## src/rtl/spi_fake_miso_tx.sv

```systemverilog
// SPI mode-0 MISO injector: serialises a held fake word (or passes the real slave through)
// locked to the sniffed SCLK/SS_n. Optional MISO_OE_EN adds a miso_oe pin-drive enable.
module spi_fake_miso_tx #(
    parameter int DATA_SIZE   = 8,
    parameter bit MSB_FIRST   = 1'b1,
    parameter int SYNC_STAGES = 2
) (
    input  logic                 sys_clk,
    input  logic                 rst,
    input  logic                 bus_sclk,
    input  logic                 bus_ss_n,
    input  logic                 real_miso,
    input  logic [DATA_SIZE-1:0] fake_data,
    input  logic                 fake_select,
    input  logic                 data_valid,
    output logic                 data_ready,
    output logic                 miso_out,
    output logic                 word_done,
    output logic                 underrun,
`ifdef MISO_OE_EN
    output logic                 miso_oe,
`endif
    output logic                 aborted
);

    localparam int CNT_W = (DATA_SIZE > 1) ? $clog2(DATA_SIZE) : 1;
    localparam logic [CNT_W-1:0] LAST_BIT = CNT_W'(DATA_SIZE - 1);

    typedef enum logic {IDLE, SHIFT} state_t;

    // Index 0 is the first synchroniser flop; the extra top flop holds the previous
    // synchronised value so edges are taken between the two oldest stages.
    logic [SYNC_STAGES:0] sclk_sync_q;
    logic [SYNC_STAGES:0] ss_sync_q;

    state_t               state_q, state_d;
    logic [CNT_W-1:0]     bit_cnt_q, bit_cnt_d;
    logic [DATA_SIZE-1:0] shift_q, shift_d;
    logic                 active_fake_q, active_fake_d;
    logic                 pend_xfer_q, pend_xfer_d;
    logic [DATA_SIZE-1:0] hold_data_q, hold_data_d;
    logic                 hold_sel_q, hold_sel_d;
    logic                 hold_full_q, hold_full_d;
    logic                 word_done_q, word_done_d;
    logic                 underrun_q, underrun_d;
    logic                 aborted_q, aborted_d;

    logic                 sclk_rise, sclk_fall, ss_fall, ss_rise;
    logic                 xfer;
    logic [DATA_SIZE-1:0] shift_next;
    logic                 shift_out_bit;
    logic                 drive_fake;

    always_ff @(posedge sys_clk or posedge rst) begin
        if (rst) begin
            sclk_sync_q <= '0;
            ss_sync_q   <= '1;
        end else begin
            sclk_sync_q <= {sclk_sync_q[SYNC_STAGES-1:0], bus_sclk};
            ss_sync_q   <= {ss_sync_q[SYNC_STAGES-1:0], bus_ss_n};
        end
    end

    assign sclk_rise =  sclk_sync_q[SYNC_STAGES-1] & ~sclk_sync_q[SYNC_STAGES];
    assign sclk_fall = ~sclk_sync_q[SYNC_STAGES-1] &  sclk_sync_q[SYNC_STAGES];
    assign ss_fall   = ~ss_sync_q[SYNC_STAGES-1]   &  ss_sync_q[SYNC_STAGES];
    assign ss_rise   =  ss_sync_q[SYNC_STAGES-1]   & ~ss_sync_q[SYNC_STAGES];

    // Shift toward the output end, so the next bit to send always sits there.
    assign shift_next = MSB_FIRST ? {shift_q[DATA_SIZE-2:0], 1'b0}
                                  : {1'b0, shift_q[DATA_SIZE-1:1]};
    assign shift_out_bit = MSB_FIRST ? shift_q[DATA_SIZE-1] : shift_q[0];

    always_ff @(posedge sys_clk or posedge rst) begin
        if (rst) begin
            state_q       <= IDLE;
            bit_cnt_q     <= '0;
            shift_q       <= '0;
            active_fake_q <= 1'b0;
            pend_xfer_q   <= 1'b0;
            hold_data_q   <= '0;
            hold_sel_q    <= 1'b0;
            hold_full_q   <= 1'b0;
            word_done_q   <= 1'b0;
            underrun_q    <= 1'b0;
            aborted_q     <= 1'b0;
        end else begin
            state_q       <= state_d;
            bit_cnt_q     <= bit_cnt_d;
            shift_q       <= shift_d;
            active_fake_q <= active_fake_d;
            pend_xfer_q   <= pend_xfer_d;
            hold_data_q   <= hold_data_d;
            hold_sel_q    <= hold_sel_d;
            hold_full_q   <= hold_full_d;
            word_done_q   <= word_done_d;
            underrun_q    <= underrun_d;
            aborted_q     <= aborted_d;
        end
    end

    always_comb begin
        state_d       = state_q;
        bit_cnt_d     = bit_cnt_q;
        shift_d       = shift_q;
        active_fake_d = active_fake_q;
        pend_xfer_d   = pend_xfer_q;
        hold_data_d   = hold_data_q;
        hold_sel_d    = hold_sel_q;
        hold_full_d   = hold_full_q;
        word_done_d   = 1'b0;
        underrun_d    = 1'b0;
        aborted_d     = 1'b0;
        xfer          = 1'b0;

        unique case (state_q)
            IDLE: begin
                if (ss_fall) begin
                    xfer        = 1'b1;
                    state_d     = SHIFT;
                    bit_cnt_d   = '0;
                    pend_xfer_d = 1'b0;
                end
            end
            SHIFT: begin
                // SS_n release wins over any coincident SCLK edge, including the
                // final SCLK fall, so no transfer is started after the frame ends.
                if (ss_rise) begin
                    state_d     = IDLE;
                    pend_xfer_d = 1'b0;
                    aborted_d   = (bit_cnt_q != '0);
                end else begin
                    if (sclk_rise) begin
                        if (bit_cnt_q == LAST_BIT) begin
                            word_done_d = 1'b1;
                            bit_cnt_d   = '0;
                            pend_xfer_d = 1'b1;
                        end else begin
                            bit_cnt_d = bit_cnt_q + 1'b1;
                        end
                    end
                    if (sclk_fall) begin
                        if (pend_xfer_q) begin
                            xfer        = 1'b1;
                            pend_xfer_d = 1'b0;
                        end else begin
                            shift_d = shift_next;
                        end
                    end
                end
            end
            default: state_d = IDLE;
        endcase

        if (data_valid && !hold_full_q) begin
            hold_data_d = fake_data;
            hold_sel_d  = fake_select;
            hold_full_d = 1'b1;
        end

        // A transfer sees the holding register as it was at the start of the cycle;
        // a same-cycle load into an empty holding register stays for the next word.
        if (xfer) begin
            if (hold_full_q) begin
                shift_d       = hold_data_q;
                active_fake_d = hold_sel_q;
                hold_full_d   = 1'b0;
            end else begin
                active_fake_d = 1'b0;
                underrun_d    = 1'b1;
            end
        end
    end

    assign drive_fake = (state_q == SHIFT) && active_fake_q;
    assign miso_out   = drive_fake ? shift_out_bit : real_miso;
    assign data_ready = ~hold_full_q;
    assign word_done  = word_done_q;
    assign underrun   = underrun_q;
    assign aborted    = aborted_q;

`ifdef MISO_OE_EN
    assign miso_oe = drive_fake;
`endif

endmodule

```

## config.mk

```make
export PLATFORM = sky130hd
export DESIGN_NAME = spi_fake_miso_tx
export DESIGN_NICKNAME = d
export VERILOG_FILES = /design/src/rtl/spi_fake_miso_tx.sv
export SDC_FILE = /design/constraint.sdc
export NUM_CORES = 1
export LEC_CHECK = 0
export CAP_MARGIN = 20
export CORE_MARGIN = 3
export CORE_UTILIZATION = 48
export CTS_CLUSTER_DIAMETER = 80
export DETAILED_ROUTE_END_ITERATION = 7
export PLACE_DENSITY = 0.79
export REMOVE_ABC_BUFFERS = 1
export SYNTH_ARGS = -nofsm -noshare
export SYNTH_HDL_FRONTEND = slang
export SYNTH_SLANG_ARGS = --single-unit
```

## constraint.sdc

```tcl
create_clock -name sys_clk -period 2.28 [get_ports sys_clk]
set_input_delay 0.456 -clock sys_clk [delete_from_list [all_inputs] [get_ports sys_clk]]
set_output_delay 0.456 -clock sys_clk [all_outputs]
set_load 0.1 [all_outputs]
```

==> flow_summary.yaml <==
yosys:
  synth.cell_area_um2: 1443
  yosys_warnings: 0
  synth_cell_type_count: 29
  ys_seq_area_share_pct: 57.50
  synthesis.instances: 106
  syn_area_per_cell_um2: 13.61
  ys_ff_latch: 33
routing:
  routedWlPerCell_um: 13.91
  drt_first_pass_iters: 4
  finalWirelength_um: 2281
  drc: 0
  drtIter0Drc: 18
  vias_per_cell: 5.409
  vias: 887
  antenna_left: 0
placed_design:
  dpl_cell_area_um2: 1672
  io_buffer_count: 19
  dp.cells: 156
  gp_congestion: 0.7851
  dpl.hpwl_um: 1633
floorplan:
  num_rows: 19
  start_util_pct: 51.43
  die_y_um: 60.82
  dieArea_um2: 3699
  io_pins: 20
  die_w_um: 60.82
  coreArea_um2: 2805
final_layout:
  multi_input_area_um2: 559.3
  final_util_pct: 62.31
  fin_nets: 150
  final_common_cell: "dfrtp_1"
  nFillCells: 237
  diodes: 0
  regArea_um2: 829.5
  final_cells: 164
  finalInstanceArea_um2: 1748
  area_growth_syn_to_layout_pct: 21.16
  drive_gt1_share_pct: 30.08
  final_cell_mix: "30 x dfrtp_1, 18 x mux2_2, 14 x clkdlybuf4s50_1, 8 x inv_1, 7 x mux2_1"
critical_path:
  crit_arrival_ns: 1.53
  path_cells: "nand2_1 > mux2_2 > buf_12"
  required_ns: 1.82
  slowest_stage: "dfrtp_1"
  crit_path_end_kind: "output pin"
  path_class: "reg -> out"
  cp_max_fo: 10
  startpoint_type: "flip-flop"
  slowest_delay_ns: 0.53
sta:
  finalHoldViolations: 0
  rsz0062_at_grt: "false"
  drv_slew: 0
  skew_ns: 0.01103
  fmax_mhz: 503.9
  setup_viol: 0
  fin_crit_sh_pct: 87.04
  slew_headroom_pct: 65.03
  post-route-min-period_ns: 1.984
  worstMarginPinSlew_ns: 0.5229
  setup_tns_ns: 0
power_and_ir_drop:
  ir_worst_vdd_mv: 0.7332
  power.total_uw: 1881
  leakagePower_uw: 0.0007998
  powerDensity_nw_per_um2: 1076
grt:
  antenna_found_initial: 0
  grt_busiest_layer: "met2"
  grt_use_met3_pct: 4.468
  grt_pass1_wl_um: 3850
  use_met1_pct: 17.79
  grt-ovfl-total: 0
  grt.met2_usage_pct: 23.05
  grt_pass1_vias: 872
  grt_max_degree: 34
  grt_usage_pct: 14.65
clock_network:
  post_cts_buffers: 0
  tritoncts: "done"
  clkTransAtPathRegs_ns: 0.10
  clk_latency_ns: 0.34
  cts_resized: 0
  clockBufferDepth: 2
  clock_sinks: 33
  ctsHoldBuffers: 0
  h-tree-depth: 2
  cts_buffers: 5
  clock-root-buffer: "clkbuf_4"
hold_path:
  hp-class: "reg -> reg"
status:
  outcome: "completed"
flow_run:
  maxCapViolations: 0
==> path summary, 6_finish.rpt <==
kind / startpoint / endpoint / slack, ns / cells past startpoint
max: state_q / miso_out / 0.30 / 3
min: sclk_sync_q[0] / sclk_sync_q[1] / 0.36 / 0
max reg2reg: ss_sync_q[2] / shift_q[4] / 0.32 / 4
min reg2reg: sclk_sync_q[0] / sclk_sync_q[1] / 0.36 / 0
max in group asynchronous: rst / ss_sync_q[2] / 1.46 / 3
min in group asynchronous: rst / shift_q[2] / 0.49 / 3
==> cell usage after synthesis <==
library cell	instances	area, µm²
nand4b_1	1	8.760
inv_6	1	8.760
nand2_1	5	18.77
a21o_1	1	7.510
nor2_1	2	7.510
nor2b_1	2	12.51
nand2b_2	1	8.760
and3_2	1	7.510
a31oi_2	1	12.51
buf_6	1	11.26
nor4b_4	1	23.77
dfrtp_1	30	750.7
and3b_1	2	17.52
clkbuf_1	1	3.750
o22ai_1	1	6.260
mux2i_1	4	40.04
a21oi_1	5	25.02
ha_1	3	37.54
mux2_1	7	78.83
or3_1	1	6.260
nor3_1	1	5.000
o2bb2ai_1	1	8.760
nand2b_1	1	6.260
dfstp_2	3	78.83
mux2_2	18	202.7
o21ai_1	1	5.000
o21ai_0	1	5.000
a211oi_1	1	7.510
inv_1	8	30.03
==> cells by family (layout without fill, tap and decap cells) <==
logic type / after synthesis / count (layout) / synth area share (%)
AO/OA/AOI/OAI: 12 / 12 / 5.377
adder cells (fa/ha/maj): 3 / 3 / 2.602
buffers and inverters: 11 / 38 / 3.729
flip-flops: 33 / 33 / 57.50
multiplexers: 29 / 29 / 22.29
AND/OR/NAND/NOR: 18 / 18 / 8.500
==> critical path, delay by kind of cell, from the launching register on <==
family,cells,cell delay (ns)
buf+inv,1,0.17
mux,1,0.36
simple gates,1,0.13
flops,1,0.53
==> final cells by class <==
cell class / count / share of cell area (%)
multi-input combinational: 62 / 32.00
tap: 31 / 2.219
inverter: 9 / 2.219
sequential: 33 / 47.46
timing repair buffer: 21 / 11.74
clock inverter: 2 / 2.004
clock buffer: 6 / 2.362
==> where the power goes <==
part           internal (µW)  switching, µW  total, µW
Combinational            283            274        557
Clock                    230            196        426
Sequential               785            113        898
Total                   1300            583       1880
==> stage by stage <==
stage	hold WS, ns	worst slack [ns]
CTS	0.3604	0.2935
global placement	0.3331	0.3801
finish	0.3571	0.2956
detailed placement	0.3379	0.3389
global route	0.3624	0.1875
floorplan	0.3312	0.2464
==> registers in the layout, summed over array words and instances (netlist names) <==
name / cells
hold_full_q: 1
bit_cnt_q: 3
ss_sync_q: 3
hold_sel_q: 1
active_fake_q: 1
sclk_sync_q: 3
state_q: 1
hold_data_q: 8
underrun: 1
word_done: 1
shift_q: 8
aborted: 1
pend_xfer_q: 1
==> layer usage <==
| layer | routed length, µm | vias up |
|---|---|---|
| met4 | 48 | 0 |
| met1 | 976 | 436 |
| li1 | - | 418 |
| met2 | 1105 | 26 |
| met5 | 0 | - |
| met3 | 151 | 7 |
(Power assumes the default switching activity.)
==> variant (same settings) <==
`SYNC_STAGES`: 2 -> 1.
--- a/src/rtl/spi_fake_miso_tx.sv
+++ b/src/rtl/spi_fake_miso_tx.sv
@@ -5,3 +5,3 @@
     parameter bit MSB_FIRST   = 1'b1,
-    parameter int SYNC_STAGES = 2
+    parameter int SYNC_STAGES = 1
 ) (
Formal check against the unedited RTL: not equivalent (a bounded check fails within 4 cycles, from zero or initial values and one cycle with rst high).
==> variant against the unedited design <==
  * Non-clock buffer count did not move
  * Setup slack got worse by 33 ps
  * Maximum frequency fell by 1.6%
  * Final area fell by 3.9%
  * Routed wire length fell by 2.3%
  * Highest routed layer unchanged
  * Largest cell class unchanged
  * Hold slack improved by 38 ps
  * Power fell by 7.9%
  * Die area fell by 2.1%
  * Sequential cell count fell by 2
  * Critical path depth did not move
  * Synthesized area fell by 2.3%
  * Final cell count rose by 0.61%
==> variant: results (changes against the unedited design) <==
* Run status: finished clean
* Critical path arrival at 1560 ps (+30 ps)
* CTS H-tree depth at 2 (unchanged)
* Yosys warns at 0 (unchanged)
* Gr usage total at 14.72% (+0.078 points)
* Top post-synthesis cells by area: dfrtp_1, mux2_2, mux2_4, dfstp_2, mux2i_1
* Relative slew margins at 67.60% (+2.6 points)
* DR iter-0 viols at 15 (-3)
* R2r endpoint: shift_q[5]
* Clock Skew at 11.46 ps (+0.4288 ps)
* Flop2flop setup slack at 370 ps (+50 ps)
* Diode count at 0 (unchanged)
* Remaining routing DRC violations at 0 (unchanged)
* Post-synthesis sequential area ratio at 55.24% (-2.3 points)
* RR Startpoint: ss_sync_q[0]
* Setup Buffers After CTS at 0 (unchanged)
* Max frequency at 0.4956 GHz (-1.6%)
* Share of layout cells above drive strength 1 at 29.85% (-0.22 points)
* Biggest regs: hold_data_q: 8 flops, shift_q: 8 flops, bit_cnt_q: 3 flops
* Nets@finish at 151 (+0.67%)
* Worst skew pair latency at 320 ps (-20 ps)
* Area post-placement at 0.001630 sq mm (-2.5%)
* Critical Path Max Stage Delay at 550 ps (+20 ps)
* List of most frequent post-synthesis cells: dfrtp_1, mux2_2, inv_1
* Hpwl dp at 1649 um (+1.0%)
* Pleak at 0.7831 nW (-2.1%)
* GP Congestion at 0.7717 (-1.7%)
* VDD IR-drop max at 0.8041 mV (+9.7%)
* CTS buffer count at 5 (unchanged)
* Global-route wire length before repair at 3808 um (-1.1%)
* Vias at 850 (-4.2%)
* Slowest cell on the critical path: dfrtp_1
* WL final at 2229 um (-2.3%)
* Largest net degree at the start of global routing at 32 (-5.9%)
* Worst Path Max Fanout at 11 (+1)
## variant: changes by cell type in the layout (fill, tap and decap cells not counted), moves of 2 or more
cell / unedited run / this run
mux2_4: 0 / 5
nor2_1: 2 / 5
mux2_2: 18 / 14
nand2_1: 5 / 8
and3b_1: 2 / 0
o21ai_0: 1 / 4
mux2_1: 7 / 0
## variant: worst max-delay path by stage
| stage | cells past startpoint | slack [ps] | endpoint | startpoint |
|---|---|---|---|---|
| 6_report | 3 | 260 | miso_out | state_q |
| 5_1_grt | 3 | 200 | miso_out | state_q |
| 4_1_cts | 3 | 260 | miso_out | state_q |
| 3_5_place_dp | 4 | 390 | shift_q[1] | ss_sync_q[0] |
| 3_3_place_gp | 4 | 440 | shift_q[3] | ss_sync_q[0] |
| 2_1_floorplan | 4 | 520 | shift_q[1] | ss_sync_q[0] |
## variant: logic make-up after synthesis
| family | Yosys count | synth area share [%] |
|---|---|---|
| AO/OA/AOI/OAI | 15 | 8.083 |
| adder cells (fa/ha/maj) | 3 | 2.665 |
| buffers and inverters | 12 | 3.996 |
| flip-flops | 31 | 55.24 |
| multiplexers | 24 | 20.07 |
| AND/OR/NAND/NOR | 23 | 9.947 |
## variant: report_power, final
part | internal [mW] | switching (mW) | leakage, nW
registers | 0.746 | 0.118 | 0.378
logic | 0.298 | 0.277 | 0.376
clock network | 0.120 | 0.172 | 0.0293
total | 1.16 | 0.568 | 0.783
## variant: area by class of cell
cell class | count | area, sq um
Clock buffer | 7 | 45.04
Clock inverter | 1 | 5.005
Fill cell | 237 | 1101
Inverter | 9 | 33.78
Multi-Input combinational cell | 65 | 574.3
Sequential cell | 31 | 778.2
Tap cell | 31 | 38.79
Timing Repair Buffer | 21 | 205.2
## variant: worst reg2reg max path, cell delays in order, from the launching register on
cell	delay, ps
dfstp_2	630
nand2b_4	100
a41oi_4	320
nand2b_1	420
mux2_4	340
## variant: metrics by stage
step	hold slack [ps]	cells	worst slack, ps
after CTS	403.4	165	260.3
after floorplan	360.1	105	524.6
after detailed placement	383.5	157	385.5
after global placement	369.6	157	441.1
after global routing	408.6	165	195.1
final	395.1	165	262.4
## variant: layer usage
metal  vias to the layer above  routed length (um)  track usage [%]
li1                        419                   -                -
met1                       411                 972            16.30
met2                        18                1143            25.15
met3                         2                  99            5.832
met4                         0                  12            5.696
met5                         -                   0                0
